$ cat src/rtl/kpd_pkg.sv
// Keypad responder shared definitions: FSM states, LFSR seed/taps, key-field bit positions.
// Latency/backpressure: n/a (types and constants only).
package kpd_pkg;

  typedef enum logic [1:0] {
    IDLE  = 2'd0,
    B_IN  = 2'd1,
    HELD  = 2'd2,
    B_OUT = 2'd3
  } kpd_state_e;

  localparam logic [15:0] LFSR_SEED = 16'hACE1;
  // x^16+x^14+x^13+x^11+1 in right-shifting Fibonacci form: taps at bits 0,2,3,5.
  localparam logic [15:0] LFSR_TAPS = 16'h002D;

  localparam int KEY_ROW_MSB = 3;
  localparam int KEY_ROW_LSB = 2;
  localparam int KEY_COL_MSB = 1;
  localparam int KEY_COL_LSB = 0;

endpackage

$ cat src/rtl/kpd_lfsr.sv
// 16-bit Fibonacci LFSR used as the contact-chatter source; advances one step per enabled cycle.
// Latency: state registered; backpressure: none (free-running while en is high).
module kpd_lfsr
  import kpd_pkg::*;
(
  input  logic        clk,
  input  logic        rst,
  input  logic        en,
  output logic [15:0] state
);

  logic [15:0] lfsr_q, lfsr_d;

  always_comb begin
    lfsr_d = lfsr_q;
    if (en) lfsr_d = {^(lfsr_q & LFSR_TAPS), lfsr_q[15:1]};
  end

  always_ff @(posedge clk or negedge rst) begin
    if (!rst) lfsr_q <= LFSR_SEED;
    else      lfsr_q <= lfsr_d;
  end

  assign state = lfsr_q;

endmodule

$ cat src/rtl/keypad_responder.sv
// 4x4 matrix-keypad emulator: closes one key for a commanded hold time; fila registered, 1 cycle behind contact/col.
// One command at a time (cmd_ready only in IDLE, nothing queued); KPD_BOUNCE_EN adds LFSR chatter windows.
module keypad_responder
  import kpd_pkg::*;
#(
  parameter int HOLD_W     = 24,
  parameter int BOUNCE_CYC = 20000
) (
  input  logic              clk,
  input  logic              rst,
  input  logic              cmd_valid,
  output logic              cmd_ready,
  input  logic [3:0]        cmd_key,
  input  logic [HOLD_W-1:0] cmd_hold,
  input  logic [3:0]        col,
  output logic [3:0]        fila,
  output logic              busy,
  output logic              done
);

  kpd_state_e        state_q, state_d;
  logic [1:0]        row_q, row_d, csel_q, csel_d;
  logic [HOLD_W-1:0] hcnt_q, hcnt_d, hold_in;
  logic [3:0]        fila_q, fila_d;
  logic              done_q, done_d;
  logic              contact;

  if (BOUNCE_CYC < 1) begin : g_cfg_chk
    $error("BOUNCE_CYC must be >= 1");
  end

`ifdef KPD_BOUNCE_EN
  localparam int BCNT_W = $clog2(BOUNCE_CYC + 1);
  logic [BCNT_W-1:0] bcnt_q, bcnt_d;
  logic [HOLD_W-1:0] hlat_q, hlat_d;
  logic              lfsr_en;
  logic [15:0]       lfsr_state;

  kpd_lfsr u_lfsr (
    .clk   (clk),
    .rst   (rst),
    .en    (lfsr_en),
    .state (lfsr_state)
  );
`endif

  assign hold_in = (cmd_hold == '0) ? HOLD_W'(1) : cmd_hold;

  always_comb begin
    state_d = state_q;
    row_d   = row_q;
    csel_d  = csel_q;
    hcnt_d  = hcnt_q;
    done_d  = 1'b0;
    contact = 1'b0;
`ifdef KPD_BOUNCE_EN
    hlat_d  = hlat_q;
    bcnt_d  = bcnt_q;
    lfsr_en = 1'b0;
`endif
    case (state_q)
      IDLE: begin
        if (cmd_valid) begin
          row_d  = cmd_key[KEY_ROW_MSB:KEY_ROW_LSB];
          csel_d = cmd_key[KEY_COL_MSB:KEY_COL_LSB];
`ifdef KPD_BOUNCE_EN
          hlat_d  = hold_in;
          bcnt_d  = BCNT_W'(BOUNCE_CYC);
          state_d = B_IN;
`else
          hcnt_d  = hold_in;
          state_d = HELD;
`endif
        end
      end
`ifdef KPD_BOUNCE_EN
      B_IN: begin
        contact = lfsr_state[0];
        lfsr_en = 1'b1;
        if (bcnt_q == BCNT_W'(1)) begin
          hcnt_d  = hlat_q;
          state_d = HELD;
        end else begin
          bcnt_d = bcnt_q - BCNT_W'(1);
        end
      end
      B_OUT: begin
        contact = lfsr_state[0];
        lfsr_en = 1'b1;
        if (bcnt_q == BCNT_W'(1)) begin
          done_d  = 1'b1;
          state_d = IDLE;
        end else begin
          bcnt_d = bcnt_q - BCNT_W'(1);
        end
      end
`endif
      HELD: begin
        contact = 1'b1;
        // Exit on 1 rather than 0 so a hold of 2^HOLD_W-1 never needs to wrap.
        if (hcnt_q == HOLD_W'(1)) begin
`ifdef KPD_BOUNCE_EN
          bcnt_d  = BCNT_W'(BOUNCE_CYC);
          state_d = B_OUT;
`else
          done_d  = 1'b1;
          state_d = IDLE;
`endif
        end else begin
          hcnt_d = hcnt_q - HOLD_W'(1);
        end
      end
      default: state_d = IDLE;
    endcase
    fila_d = (contact && col[csel_q]) ? (4'b0001 << row_q) : 4'b0000;
  end

  always_ff @(posedge clk or negedge rst) begin
    if (!rst) begin
      state_q <= IDLE;
      row_q   <= '0;
      csel_q  <= '0;
      hcnt_q  <= '0;
      fila_q  <= '0;
      done_q  <= 1'b0;
    end else begin
      state_q <= state_d;
      row_q   <= row_d;
      csel_q  <= csel_d;
      hcnt_q  <= hcnt_d;
      fila_q  <= fila_d;
      done_q  <= done_d;
    end
  end

`ifdef KPD_BOUNCE_EN
  always_ff @(posedge clk or negedge rst) begin
    if (!rst) begin
      bcnt_q <= '0;
      hlat_q <= '0;
    end else begin
      bcnt_q <= bcnt_d;
      hlat_q <= hlat_d;
    end
  end
`endif

  assign fila      = fila_q;
  assign done      = done_q;
  assign busy      = (state_q != IDLE);
  assign cmd_ready = (state_q == IDLE);

endmodule

$ cat config.mk
export PLATFORM = sky130hd
export DESIGN_NAME = keypad_responder
export DESIGN_NICKNAME = d
export VERILOG_FILES = /design/src/rtl/kpd_pkg.sv /design/src/rtl/kpd_lfsr.sv /design/src/rtl/keypad_responder.sv
export SDC_FILE = /design/constraint.sdc
export NUM_CORES = 1
export LEC_CHECK = 0
export ABC_CLOCK_PERIOD_IN_PS = 2900
export CAP_MARGIN = 10
export CORE_ASPECT_RATIO = 0.6
export CORE_UTILIZATION = 54
export CTS_BUF_LIST = sky130_fd_sc_hd__clkbuf_8
export DETAILED_ROUTE_END_ITERATION = 6
export PLACE_DENSITY = 0.83
export SLEW_MARGIN = 20
export SYNTH_ARGS = -nofsm -noshare
export SYNTH_HDL_FRONTEND = slang
export SYNTH_SLANG_ARGS = --single-unit
export TNS_END_PERCENT = 1
$ cat constraint.sdc
create_clock -name clk -period 2.9 [get_ports clk]
set_input_delay 0.58 -clock clk [delete_from_list [all_inputs] [get_ports clk]]
set_output_delay 0.58 -clock clk [all_outputs]
set_load 0.01 [all_outputs]
==> results of run 1 <==
-- stage by stage --
stage	instances	power (mW)	instance area, um2	setup slack, ns
after floorplan	224	1.015	2147	0.8575
after global placement	307	1.187	2621	0.6046
after detailed placement	307	1.208	2621	0.5565
after CTS	315	1.587	2716	0.6919
after global routing	315	1.683	2716	0.4923
final	315	1.593	2716	0.6862
-- power by group through the flow --
stage               Sequential, mW  Combinational, mW  Clock, mW
CTS                          0.736              0.469      0.381
global route                 0.763              0.523      0.397
floorplan                    0.708              0.307          0
finish                       0.743              0.473      0.377
detailed placement           0.744              0.464          0
global placement             0.738              0.449          0
-- cells by family after synthesis --
logic type,after synthesis
AO/OA/AOI/OAI,59
XOR/XNOR,6
adder cells (fa/ha/maj),2
buffers and inverters,19
flip-flops,34
multiplexers,10
AND/OR/NAND/NOR,94
-- cell usage after synthesis (2+ instances only) --
cell type  instances
nor3_4             2
or3_1              5
a211oi_1          11
a311oi_1           2
nor2b_1           13
nor2_1             8
buf_2              2
a21oi_1            7
nand4_1            7
nand3b_1           2
nand3_1            7
mux2_2             8
o211ai_1           2
nor3_1             8
inv_1              6
nor3b_1            2
a31oi_1           11
or4_1              4
o21ai_0            8
nand2b_1           2
ha_1               2
and2_1             2
o31ai_1            5
nor4_1             8
clkbuf_1          10
nand2_1           15
xor2_1             3
xnor2_1            3
dfrtp_1           34
-- final timing paths --
kind | from | end | slack [ns] | cells after the start
min in group asynchronous | rst | done$_DFF_PN0_ | 0.71 | 2
hold reg to reg | row_q[0]$_DFFE_PN0P_ | fila[0]$_DFF_PN0_ | 0.50 | 1
max in group asynchronous | rst | csel_q[0]$_DFFE_PN0P_ | 1.87 | 2
setup / recovery | hcnt_q[12]$_DFFE_PN0P_ | hcnt_q[20]$_DFFE_PN0P_ | 0.69 | 5
setup reg to reg | hcnt_q[12]$_DFFE_PN0P_ | hcnt_q[20]$_DFFE_PN0P_ | 0.69 | 5
hold / removal | row_q[0]$_DFFE_PN0P_ | fila[0]$_DFF_PN0_ | 0.50 | 1
-- critical path: cells and delay by family, from the launching register on --
kind | cells | cell delay (ns)
compound gates | 2 | 0.53
flops | 1 | 0.45
simple gates | 3 | 1.10
-- routing by layer --
metal | track usage [%] | wire length, um | part of all wire (%) | up-vias
met4 | 8.333 | 90 | 1.5 | 0
met2 | 41.94 | 2421 | 41 | 97
li1 | - | - | - | 956
met5 | 0 | 0 | 0 | -
met3 | 9.047 | 580 | 9.9 | 12
met1 | 43.98 | 2748 | 47 | 987
-- state kept, by name, summed over array words and instances (netlist names) --
signal / cells
csel_q: 2
done: 1
fila: 4
row_q: 2
hcnt_q: 24
state_q: 1
-- area by class of cell --
class                           instances  area (um2)  share of cell area [%]
Clock buffer                            6       82.58                   3.040
Clock inverter                          2       12.51                  0.4606
Inverter                                7       26.28                  0.9673
Multi-Input combinational cell        171        1222                   45.00
Sequential cell                        34       850.8                   31.32
Tap cell                               47       58.81                   2.165
Timing Repair Buffer                   48       462.9                   17.04
==> metrics.yaml, run 1 <==
grt:
  antenna_found_initial: 0
  grt_overflow: 0
  grt_use_total_pct: 29.73
  grt_pass1_wl_um: 9501
  first_global_vias: 1899
  grt_max_degree: 35
clocking:
  numCtsBuffers: 5
  ctsHtreeMaxLevel: 2
  cts_root_buf: "clkbuf_8"
  clock_latency_ns: 0.29
  cts_tree: "done"
  cts_hold_buffers: 0
  ctsLongestPathBuffers: 2
  clock-sinks: 34
  cts_setup_buffers: 0
  cts_resized: 0
  clk_pin_slew_worst_paths_ns: 0.07
synthesis:
  async_flop_share_pct: 100.0
  yosys.area.top_type: "dfrtp_1"
  synth_top_cell_area_share_pct: 39.63
  synth-seq-cells: 34
  synth-edff-count: 0
  synthCells: 224
  synth-simple-area-share_pct: 27.74
  yosysSeqAreaShare_pct: 39.63
  ys_dominant_reg_cell: "dfrtp_1"
  synthesis.nets: 261
  synthMuxAreaShare_pct: 5.711
  synthXorXnorAreaFrac_pct: 2.448
  synth.distinct_cells: 54
  synth_warnings: 0
  synth_area_per_cell_um2: 9.585
  syn_area_mm2: 0.002147
  synthAdderAreaFrac_pct: 1.166
  synth-compound-area-share_pct: 19.87
  synth_area_leaders: "dfrtp_1 (40%), mux2_2 (4.2%), a211oi_1 (3.8%)"
  synth_top_family_by_area: "simple AND/OR/NAND/NOR gates"
timing:
  tns_ns: 0
  finalCritPeriodShare_pct: 76.34
  fmaxAchievable_ghz: 0.4517
  fin_crit_ns: 2.214
  setup_viol: 0
  finalClockSkew_ns: 0.004610
  hold_viol_final: 0
  relSlewSlack_pct: 60.55
  holdWs_ns: 0.5050
  slew_violations: 0
  tightest_slew_ns: 0.5906
  rsz0062_at_grt: "no"
layout:
  fill_cells: 286
  area_delta_synth_final_pct: 26.52
  drive_gt1_share_pct: 13.81
  fin_util_pct: 72.56
  final_common_cell: "clkdlybuf4s50_1"
  final_net_count: 304
  antenna_cells: 0
  final_cell_mix: "clkdlybuf4s50_1 (41), dfrtp_1 (34), nand2_1 (15)"
floorplan:
  row_count: 17
  dieArea_mm2: 0.004240
  die_h_um: 50.84
  start_util_pct: 57.35
  die_w_um: 83.41
  coreArea_mm2: 0.003744
  io-pin-count: 42
setup_path:
  slowest_delay_ns: 0.60
  crit_slowest_cell: "or4_4"
  critPathKind: "reg -> reg"
  path_cells: "or4_4, nor3_4, nand4_1, o311ai_0, o211ai_1"
  required_ns: 3.05
  critPathCaptureType: "flip-flop"
  crit_fanout: 7
  startpoint_type: "flip-flop"
  cp.arrival_ns: 2.37
detailed_routing:
  vias: 2052
  drc: 0
  dr.pass1.iters: 4
  ant_nets: 0
  wirelength_um: 5840
  wl_per_cell_um: 18.54
  vias_per_cell: 6.514
  drt_iter0_drc: 175
power:
  pwr-share-seq_pct: 46.6
  p_comb_share_pct: 29.7
  clkPwrFrac_pct: 23.6
  switchingPower_uw: 568.7
  swShare_pct: 35.71
  p_per_area_mw_per_mm2: 586.3
  internal_power_mw: 1.024
  vdd_drop_max_v: 0.0004512
  p_leak_nw: 1.040
place:
  place_congestion: 0.9767
  port-buffer-count: 41
  dp_hpwl_um: 4194
run:
  cap_violations: 0
run_status:
  status: "finished, final reports clean"
hold_path:
  holdCritPathClass: "reg -> reg"
Note: power is estimated with default switching activity, not from simulation.
==> run 2: changes to the inputs <==
--- a/config.mk
+++ b/config.mk
@@ -5,13 +5,13 @@
 export SDC_FILE = /design/constraint.sdc
 export NUM_CORES = 1
 export LEC_CHECK = 0
-export ABC_CLOCK_PERIOD_IN_PS = 2900
+export ABC_CLOCK_PERIOD_IN_PS = 1800
 export CAP_MARGIN = 10
 export CORE_ASPECT_RATIO = 0.6
-export CORE_UTILIZATION = 54
+export CORE_UTILIZATION = 48
 export CTS_BUF_LIST = sky130_fd_sc_hd__clkbuf_8
 export DETAILED_ROUTE_END_ITERATION = 6
-export PLACE_DENSITY = 0.83
+export PLACE_DENSITY = 0.78
 export SLEW_MARGIN = 20
 export SYNTH_ARGS = -nofsm -noshare
 export SYNTH_HDL_FRONTEND = slang
==> constraint.sdc (replaced) <==
create_clock -name clk -period 1.8 [get_ports clk]
set_input_delay 0.36 -clock clk [delete_from_list [all_inputs] [get_ports clk]]
set_output_delay 0.36 -clock clk [all_outputs]
set_load 0.01 [all_outputs]
==> metrics.yaml, run 2 (synthesis results as in run 1) <==
run_status:
  status: "complete, but fails checks"
  violations: "setup timing"
setup_path:
  critPathCaptureType: "flip-flop"
  rrSetupSlack_ns: -0.21
  crit_fanout: 3
  cp.arrival_ns: 2.22
  required_ns: 2.01
  path_cells: "or4_4, or3_4, o41ai_2, a31oi_1, a211oi_2"
  crit_slowest_cell: "or4_4"
  slowest_delay_ns: 0.58
  r2r_end: "hcnt_q[21]$_DFFE_PN0P_"
  r2r_cells: 5
  critPathKind: "reg -> reg"
  critPathLaunch: "hcnt_q[10]$_DFFE_PN0P_"
  r2r-start: "hcnt_q[10]$_DFFE_PN0P_"
  startpoint_type: "flip-flop"
layout:
  final_cell_mix: "buf_4 (55), clkdlybuf4s50_1 (39), dfrtp_1 (34)"
  final_net_count: 357
  final_common_cell: "buf_4"
  seq_area_um2: 850.8
  antenna_cells: 0
  area_delta_synth_final_pct: 50.52
  fill_cells: 293
  fin_util_pct: 77.15
  largest_register_ffs: 24
  top_register: "hcnt_q"
  multi_input_area_mm2: 0.001266
  drive_gt1_share_pct: 30.53
detailed_routing:
  ant_nets: 0
  drc: 0
  vias_per_cell: 6.018
  vias: 2293
  dr.pass1.iters: 7
  wirelength_um: 6732
  drt_iter0_drc: 179
  wl_per_cell_um: 17.67
power:
  p_leak_nw: 1.358
  p_per_area_mw_per_mm2: 952.4
  vdd_drop_max_v: 0.0006683
place:
  post-place-ws_ns: -0.2826
  port-buffer-count: 41
  dp_hpwl_um: 5039
  place_congestion: 0.8717
timing:
  fin_crit_ns: 2.006
  slew_violations: 0
  tightest_slew_ns: 0.4498
  rsz0062_at_grt: "yes"
  hold_viol_final: 0
  setup_viol: 24
  fin_ws_ns: -0.2056
  fmaxAchievable_ghz: 0.4986
  holdWs_ns: 0.4765
  finalCritPeriodShare_pct: 111.4
  finalClockSkew_ns: 0.01026
  tns_ns: -2.912
  relSlewSlack_pct: 70.01
floorplan:
  die_w_um: 88.34
  io-pin-count: 42
  coreArea_mm2: 0.004189
  row_count: 18
  die_h_um: 53.81
  dieArea_mm2: 0.004753
  start_util_pct: 51.25
clocking:
  ctsLongestPathBuffers: 2
  cts_tree: "done"
  ctsHtreeMaxLevel: 2
  clock-sinks: 34
  cts_root_buf: "clkbuf_8"
  numCtsBuffers: 5
  cts_hold_buffers: 0
  clock_latency_ns: 0.30
  clk_pin_slew_worst_paths_ns: 0.08
grt:
  first_global_vias: 2124
  grt_use_total_pct: 30.40
  antenna_found_initial: 0
  grt_max_degree: 35
  grt_overflow: 0
  grt_pass1_wl_um: 10410
hold_path:
  holdCritPathClass: "in -> async"
run:
  cap_violations: 0
## run 2: changes by cell type in the layout (fill, tap and decap cells not counted), sizes merged
cell,change
buf,+53
clkdlybuf4s50,-2
clkbuf,-1
clkinvlp,-1
bufinv,+1
clkinv,+1
dlymetal6s2s,+2
## run 2: layout make-up
| cell class | instances | area share, % |
|---|---|---|
| clock buffer | 5 | 2.129 |
| inverter | 7 | 0.8904 |
| clock inverter | 3 | 1.239 |
| sequential | 34 | 26.33 |
| tap | 60 | 2.323 |
| timing repair buffer | 101 | 27.91 |
| multi-input combinational | 171 | 39.18 |
## run 2: what timing repair did
item,CTS,global route
resized for setup,8,8
pin swaps,14,3
endpoints found under the setup margin,26,27
buffers inserted,1,0
cloned,0,0
## run 2: worst max-delay path by stage
stage,slack [ns],endpoint
6_report,-0.21,hcnt_q[21]$_DFFE_PN0P_
5_1_grt,-0.26,hcnt_q[14]$_DFFE_PN0P_
3_3_place_gp,-0.18,hcnt_q[21]$_DFFE_PN0P_
4_1_cts,-0.24,hcnt_q[14]$_DFFE_PN0P_
2_1_floorplan,-0.20,hcnt_q[12]$_DFFE_PN0P_
3_5_place_dp,-0.28,hcnt_q[20]$_DFFE_PN0P_
## run 2: metrics by stage
stage / power, mW / cell area [um2] / instances
final: 3.078 / 3232 / 381
after global routing: 3.235 / 3232 / 381
after CTS: 3.021 / 3199 / 381
after detailed placement: 2.286 / 3057 / 372
after global placement: 2.238 / 3057 / 372
after floorplan: 1.637 / 2151 / 224
## run 2: power by group
part | internal (mW) | switching [mW] | total (mW) | leakage, nW
logic | 0.686 | 0.579 | 1.27 | 0.891
clock network | 0.408 | 0.307 | 0.715 | 0.0579
registers | 0.951 | 0.146 | 1.10 | 0.409
total | 2.05 | 1.03 | 3.08 | 1.36
## run 2: per-layer routing
layer	share of wire, %	global-route usage (%)	vias up
met5	0	0	-
met4	2.1	11.29	0
met3	10	9.356	18
met2	42	45.00	120
met1	45	42.08	1089
li1	-	-	1066
## run 2: worst max-delay path, delay by kind of cell, from the launching register on
kind	cells	cell delay (ns)
and+or+nand+nor	2	0.98
AOI/OAI and AO/OA	3	0.56
DFF	1	0.39
